$ cat src/rtl/alu_cmd_issuer.sv
// alu_cmd_issuer: decodes R-type instruction words, reads operands from an
// internal 32x32 register file, drives an external ALU and writes the result back.
module alu_cmd_issuer #(
  parameter int unsigned WIDTH    = 32,
  parameter logic [3:0]  SEL_IDLE = 4'b1111,
  parameter logic [3:0]  SEL_ILL  = 4'b0111
) (
  input  logic             clk,
  input  logic             rst,
  input  logic             instr_valid,
  input  logic [31:0]      instr,
  output logic             instr_ready,
  input  logic             init_we,
  input  logic [4:0]       init_addr,
  input  logic [WIDTH-1:0] init_data,
  input  logic [4:0]       dbg_addr,
  output logic [WIDTH-1:0] dbg_data,
  output logic [WIDTH-1:0] alu_a,
  output logic [WIDTH-1:0] alu_b,
  output logic [3:0]       alu_sel,
  input  logic [WIDTH-1:0] alu_r,
  input  logic             alu_zf,
  output logic             done,
  output logic [WIDTH-1:0] result,
  output logic             zf,
  output logic             illegal
);

  typedef enum logic [1:0] {
    ST_IDLE,
    ST_DECODE,
    ST_EXEC,
    ST_WB
  } state_t;

  state_t state, state_nxt;

  logic [31:0]      instr_q;
  logic [WIDTH-1:0] op_a, op_b;
  logic [3:0]       sel_q;
  logic [WIDTH-1:0] rf [32];

  logic [4:0]       rs, rt, rd;
  logic [3:0]       dec_sel;
  logic             dec_ill;
  logic [WIDTH-1:0] rd_a, rd_b;

  assign rs = instr_q[25:21];
  assign rt = instr_q[20:16];
  assign rd = instr_q[15:11];

  assign rd_a     = (rs == 5'd0)       ? '0 : rf[rs];
  assign rd_b     = (rt == 5'd0)       ? '0 : rf[rt];
  assign dbg_data = (dbg_addr == 5'd0) ? '0 : rf[dbg_addr];

  // State register
  always_ff @(posedge clk) begin
    if (rst) state <= ST_IDLE;
    else     state <= state_nxt;
  end

  // Next-state and handshake/ALU-drive outputs
  always_comb begin
    state_nxt   = state;
    instr_ready = 1'b0;
    done        = 1'b0;
    alu_a       = '0;
    alu_b       = '0;
    alu_sel     = SEL_IDLE;
    case (state)
      ST_IDLE: begin
        instr_ready = 1'b1;
        if (instr_valid) state_nxt = ST_DECODE;
      end
      ST_DECODE: state_nxt = ST_EXEC;
      ST_EXEC: begin
        alu_a     = op_a;
        alu_b     = op_b;
        alu_sel   = sel_q;
        state_nxt = ST_WB;
      end
      ST_WB: begin
        done      = 1'b1;
        state_nxt = ST_IDLE;
      end
      default: state_nxt = ST_IDLE;
    endcase
  end

  // funct/opcode to ALU select decode
  always_comb begin
    dec_sel = SEL_ILL;
    dec_ill = 1'b0;
    if (instr_q[31:26] != 6'd0) begin
      dec_ill = 1'b1;
    end else begin
      case (instr_q[5:0])
        6'h24:   dec_sel = 4'b0000;
        6'h25:   dec_sel = 4'b0001;
        6'h20:   dec_sel = 4'b0010;
        6'h22:   dec_sel = 4'b0011;
        6'h2A:   dec_sel = 4'b0100;
        6'h27:   dec_sel = 4'b0101;
        default: dec_ill = 1'b1;
      endcase
    end
  end

  // Instruction latch, operand fetch and ALU result capture
  always_ff @(posedge clk) begin
    if (rst) begin
      instr_q <= '0;
      op_a    <= '0;
      op_b    <= '0;
      sel_q   <= SEL_IDLE;
      illegal <= 1'b0;
      result  <= '0;
      zf      <= 1'b0;
    end else begin
      case (state)
        ST_IDLE: if (instr_valid) instr_q <= instr;
        ST_DECODE: begin
          op_a    <= rd_a;
          op_b    <= rd_b;
          sel_q   <= dec_sel;
          illegal <= dec_ill;
        end
        ST_EXEC: begin
          result <= alu_r;
          zf     <= alu_zf;
        end
        default: ;
      endcase
    end
  end

  // Register file: preload in IDLE, writeback at end of WB; r0 never written
  always_ff @(posedge clk) begin
    if (rst) begin
      for (int unsigned i = 0; i < 32; i++) rf[i] <= '0;
    end else if (state == ST_IDLE) begin
      if (init_we && init_addr != 5'd0) rf[init_addr] <= init_data;
    end else if (state == ST_WB) begin
      if (!illegal && rd != 5'd0) rf[rd] <= result;
    end
  end

endmodule

$ cat config.mk
export PLATFORM = sky130hd
export DESIGN_NAME = alu_cmd_issuer
export DESIGN_NICKNAME = d
export VERILOG_FILES = /design/src/rtl/alu_cmd_issuer.sv
export SDC_FILE = /design/constraint.sdc
export NUM_CORES = 2
export LEC_CHECK = 0
export BUFFER_PORTS_ARGS = -buffer_cell sky130_fd_sc_hd__clkbuf_2
export CAP_MARGIN = 30
export CORE_MARGIN = 10
export CORE_UTILIZATION = 68
export DETAILED_ROUTE_END_ITERATION = 10
export PLACE_DENSITY = 0.94
export SYNTH_ARGS = -nofsm -noshare
export SYNTH_HDL_FRONTEND = slang
export SYNTH_SLANG_ARGS = --single-unit
$ cat constraint.sdc
create_clock -name clk -period 14.7 [get_ports clk]
set_input_delay 1.47 -clock clk [delete_from_list [all_inputs] [get_ports clk]]
set_output_delay 1.47 -clock clk [all_outputs]
set_load 0.05 [all_outputs]
==> run summary, run 1 <==
Die X: 342 µm
Post-CTS Setup Bufs: 0
Mapped Avg Cell Area: 13.0 µm²
Initial core utilization: 0.683
CTS HTree Levels: 3
Asr flop ratio synth: 0
Placed wire-length estimate: 157 mm
Syn. warnings: 0
Die Height: 342 µm
Cell taking the most area after synthesis: edfxtp_1
Initial antenna violation count: 55
Most area-consuming cells after synthesis: edfxtp_1, mux4_2, mux2i_1, nor4_1, dfxtp_1
Ys flop type: edfxtp_1
Routability cong.: 0.960
Port bufs: 241
Share of the synthesized area in the top cell type: 0.436
Num CTS Buffers: 117
Stopping stage: global routing (5_1_grt)
Top-count cell post-synth: edfxtp_1
Adder-cell area share of the yosys netlist: 0.000709
Root cell of the clock tree: clkbuf_16
Clock Path Buffers: 3
Cells after Synth: 5443
Outcome: aborted with a tool error
Synth cell types: 60
Most frequent cells after synthesis: edfxtp_1, mux4_2, nor3_1, nor4_1, mux2i_1
Seq/Total Area, Yosys: 0.476
Clk sinks: 1165
Largest net degree at the start of global routing: 145
Mux cell area share after synthesis: 0.265
Largest family of logic cells by synthesized area: multiplexers
CTS resizes: 0
Compound-Gate Fraction of Synth Area: 0.0741
Synth Area in XOR/XNOR: 0
Synth Cell Area: 70600 µm²
Hold_buf cts: 0
Boundary Pins: 247
Yosys reg bits: 1165
Cell Area, Placed: 72300 µm²
Site Rows: 118
Post-synth EDFFs: 1024
Error Message: [ERROR GRT-0229] Vertical edge usage exceeds the maximum allowed. (19, 34) usage=65535 limit=2200
Simple logic cell fraction of the synthesized area: 0.133
-- cell families after synthesis --
logic type,Yosys count
compound gates,719
fa+ha+maj,4
buf+inv,766
flops,1165
mux,1132
other cells,1
simple gates,1656
-- stage by stage --
step / instances / setup slack [ns]
4_1_cts: 6714 / 8.34
3_5_place_dp: 6494 / 7.94
3_3_place_gp: 6476 / 8.05
2_1_floorplan: 5474 / 8.86
==> inputs of run 2 (changes only) <==
--- a/config.mk
+++ b/config.mk
@@ -8,9 +8,9 @@
 export BUFFER_PORTS_ARGS = -buffer_cell sky130_fd_sc_hd__clkbuf_2
 export CAP_MARGIN = 30
 export CORE_MARGIN = 10
-export CORE_UTILIZATION = 68
+export CORE_UTILIZATION = 40
 export DETAILED_ROUTE_END_ITERATION = 10
-export PLACE_DENSITY = 0.94
+export PLACE_DENSITY_LB_ADDON = 0.15
 export SYNTH_ARGS = -nofsm -noshare
 export SYNTH_HDL_FRONTEND = slang
 export SYNTH_SLANG_ARGS = --single-unit
==> run summary, run 2 <==
Largest net degree at the start of global routing: 165
Min Tclk post-route: 6.86 ns
Worst Hold Class: register to register
Die area: 194000 µm²
Clk sinks: 1165
P_leak: 24.3 nW
Total power: 0.0108 W
Via density: 7.30
Post-Layout Cell Count: 7782
Critical Path End: dbg_data[2]
Slew Limit Fails: 0
Post-route ant nets: 0
Sum Neg Setup Slack: 0 ns
CP Data Required Time: 13.23 ns
GR Util All Layers: 0.320
Most frequent cells after synthesis: edfxtp_1, mux4_2, nor3_1, nor4_1, mux2i_1
Most frequent cells in the layout: edfxtp_1, mux4_2, nor3_1, nor4_1, mux2i_1
Layout Nets: 5426
Area grow syn2layout: 11.8%
Die Height: 440 µm
Top Layer Used: met5
Seq/Total Area, Yosys: 0.476
Grt total ovfl: 0
Worst Tran Pin Value: 1.15 ns
Reg-to-reg startpoint: state[0]
Most common cell after layout, fill and taps aside: edfxtp_1
Critical path's largest stage delay: 0.82 ns
Vias in the first global route: 55702
Worst reg-to-reg path cell count: 9
Clock Latency Late Sink: 0.83 ns
Fmax: 0.146 GHz
TritonRoute pass-1 iters: 7
Worst-path clk slew: 0.05 ns
WL met2: 140 mm
CP Max Fanout: 78
Post-synth EDFFs: 1024
Synth cell types: 60
CP arrival: 5.39 ns
Worst R2R End: rf[17][3]
DRC: 0
Routability cong.: 0.855
Worst Skew: 0.0341 ns
Fillcell total: 15930
Placed wire-length estimate: 175 mm
CP Launch Point: dbg_addr[0]
Crit end category: output pin
Most area-consuming cells after synthesis: edfxtp_1, mux4_2, mux2i_1, nor4_1, dfxtp_1
Syn. warnings: 0
Root cell of the clock tree: clkbuf_16
Worst hold slack: 0.457 ns
CTS HTree Levels: 4
Initial antenna violation count: 11
Boundary Pins: 247
Pre-CTS WS: 7.91 ns
Cells after Synth: 5443
Hold_buf cts: 0
Max reg flops: 1024
Seq. cell area: 33600 µm²
Mapped Avg Cell Area: 13.0 µm²
CTS resizes: 0
Setup ws final: 7.84 ns
Yosys reg bits: 1165
Post-Route M1 WL: 118 mm
Cell Pwr Density: 137 nW/µm²
Core ar.: 176000 µm²
Reg with most FFs: rf
Final setup fails: 0
Share of the synthesized area in the top cell type: 0.436
Port bufs: 241
Asr flop ratio synth: 0
Max transition margin: 0.230
Period utilization: 0.467
Startpoint types: primary input
Die X: 440 µm
Drt wl/cell: 41.0 µm
Initial core utilization: 0.402
CTS tree: yes
Cell taking the most area after synthesis: edfxtp_1
Multi-input gate area: 34200 µm²
Outcome: finished clean
Worst setup path class: primary input to output pin
Unrepaired setup endpoints after global routing: no
Final WL: 319 mm
Top-count cell post-synth: edfxtp_1
Post-CTS Setup Bufs: 0
Placed Instances: 7503
Via count: 56795
Crit path cell chain: buf_8 -> buf_12 -> and2_2 -> buf_4 -> a22oi_1 -> o211ai_1 -> o211a_1 -> clkbuf_2
VDD IR-drop max: 112 µV
Share of cells above drive strength 1: 0.262
R2R Setup Slk: 9.12 ns
Final hold vios: 0
Site Rows: 154
Iteration-0 DRC count of the detailed router: 9290
Num CTS Buffers: 141
Worst path slowest cell: and2_2
Synth Cell Area: 70600 µm²
First-pass GRT wire length: 441 mm
Met3 WL: 40.1 mm
Ys flop type: edfxtp_1
Clock Path Buffers: 3
Max-cap violations: 0
-- run 2: per-stage QoR --
stage,cell area (µm²),util
after detailed placement,74000,0.421
after global placement,73500,0.418
after CTS,78700,0.448
final,78900,0.449
after global routing,78900,0.449
after floorplan,70700,-
-- run 2: where the power goes --
| group | internal (W) | switching, W |
|---|---|---|
| sequential | 0.00379 | 0.000243 |
| clock | 0.00214 | 0.00151 |
| combinational | 0.00105 | 0.00208 |
-- run 2: metal layers --
metal | GRT usage | vias to the layer above
met2 | 0.482 | 4613
met1 | 0.414 | 29232
li1 | - | 21981
met4 | 0.174 | 4
met5 | 0.00124 | -
met3 | 0.0918 | 965
-- run 2: final cells by class --
cell class | instances | area share
antenna | 17 | 0.000539
clock buffer | 201 | 0.0518
clock inverter | 56 | 0.00779
inverter | 14 | 0.000698
multi-input combinational | 3543 | 0.433
sequential | 1165 | 0.426
tap | 2340 | 0.0371
timing repair buffer | 446 | 0.0429
-- run 2: how the worst min path moves through the flow --
stage,to,cells past startpoint,from
detailed placement,instr_q[5],2,instr_q[5]
CTS,instr_q[5],2,instr_q[5]
floorplan,instr_q[5],2,instr_q[5]
finish,instr_q[5],2,instr_q[5]
global placement,instr_q[5],2,instr_q[5]
global route,instr_q[5],2,instr_q[5]
-- run 2: cells by family after synthesis --
| family | after synthesis | synth area share |
|---|---|---|
| adders and majority gates | 4 | 0.000709 |
| DFF | 1165 | 0.476 |
| and+or+nand+nor | 1656 | 0.133 |
| AOI/OAI and AO/OA | 719 | 0.0741 |
| other | 1 | 0.0000531 |
| buffers and inverters | 766 | 0.0508 |
| muxes | 1132 | 0.265 |
-- run 2: worst max-delay path: cells and delay by family --
kind                   cells  cell delay [ns]
buffers and inverters      4             2.16
AOI/OAI and AO/OA          3             0.78
and+or+nand+nor            1             0.82
(Power assumes the default switching activity.)
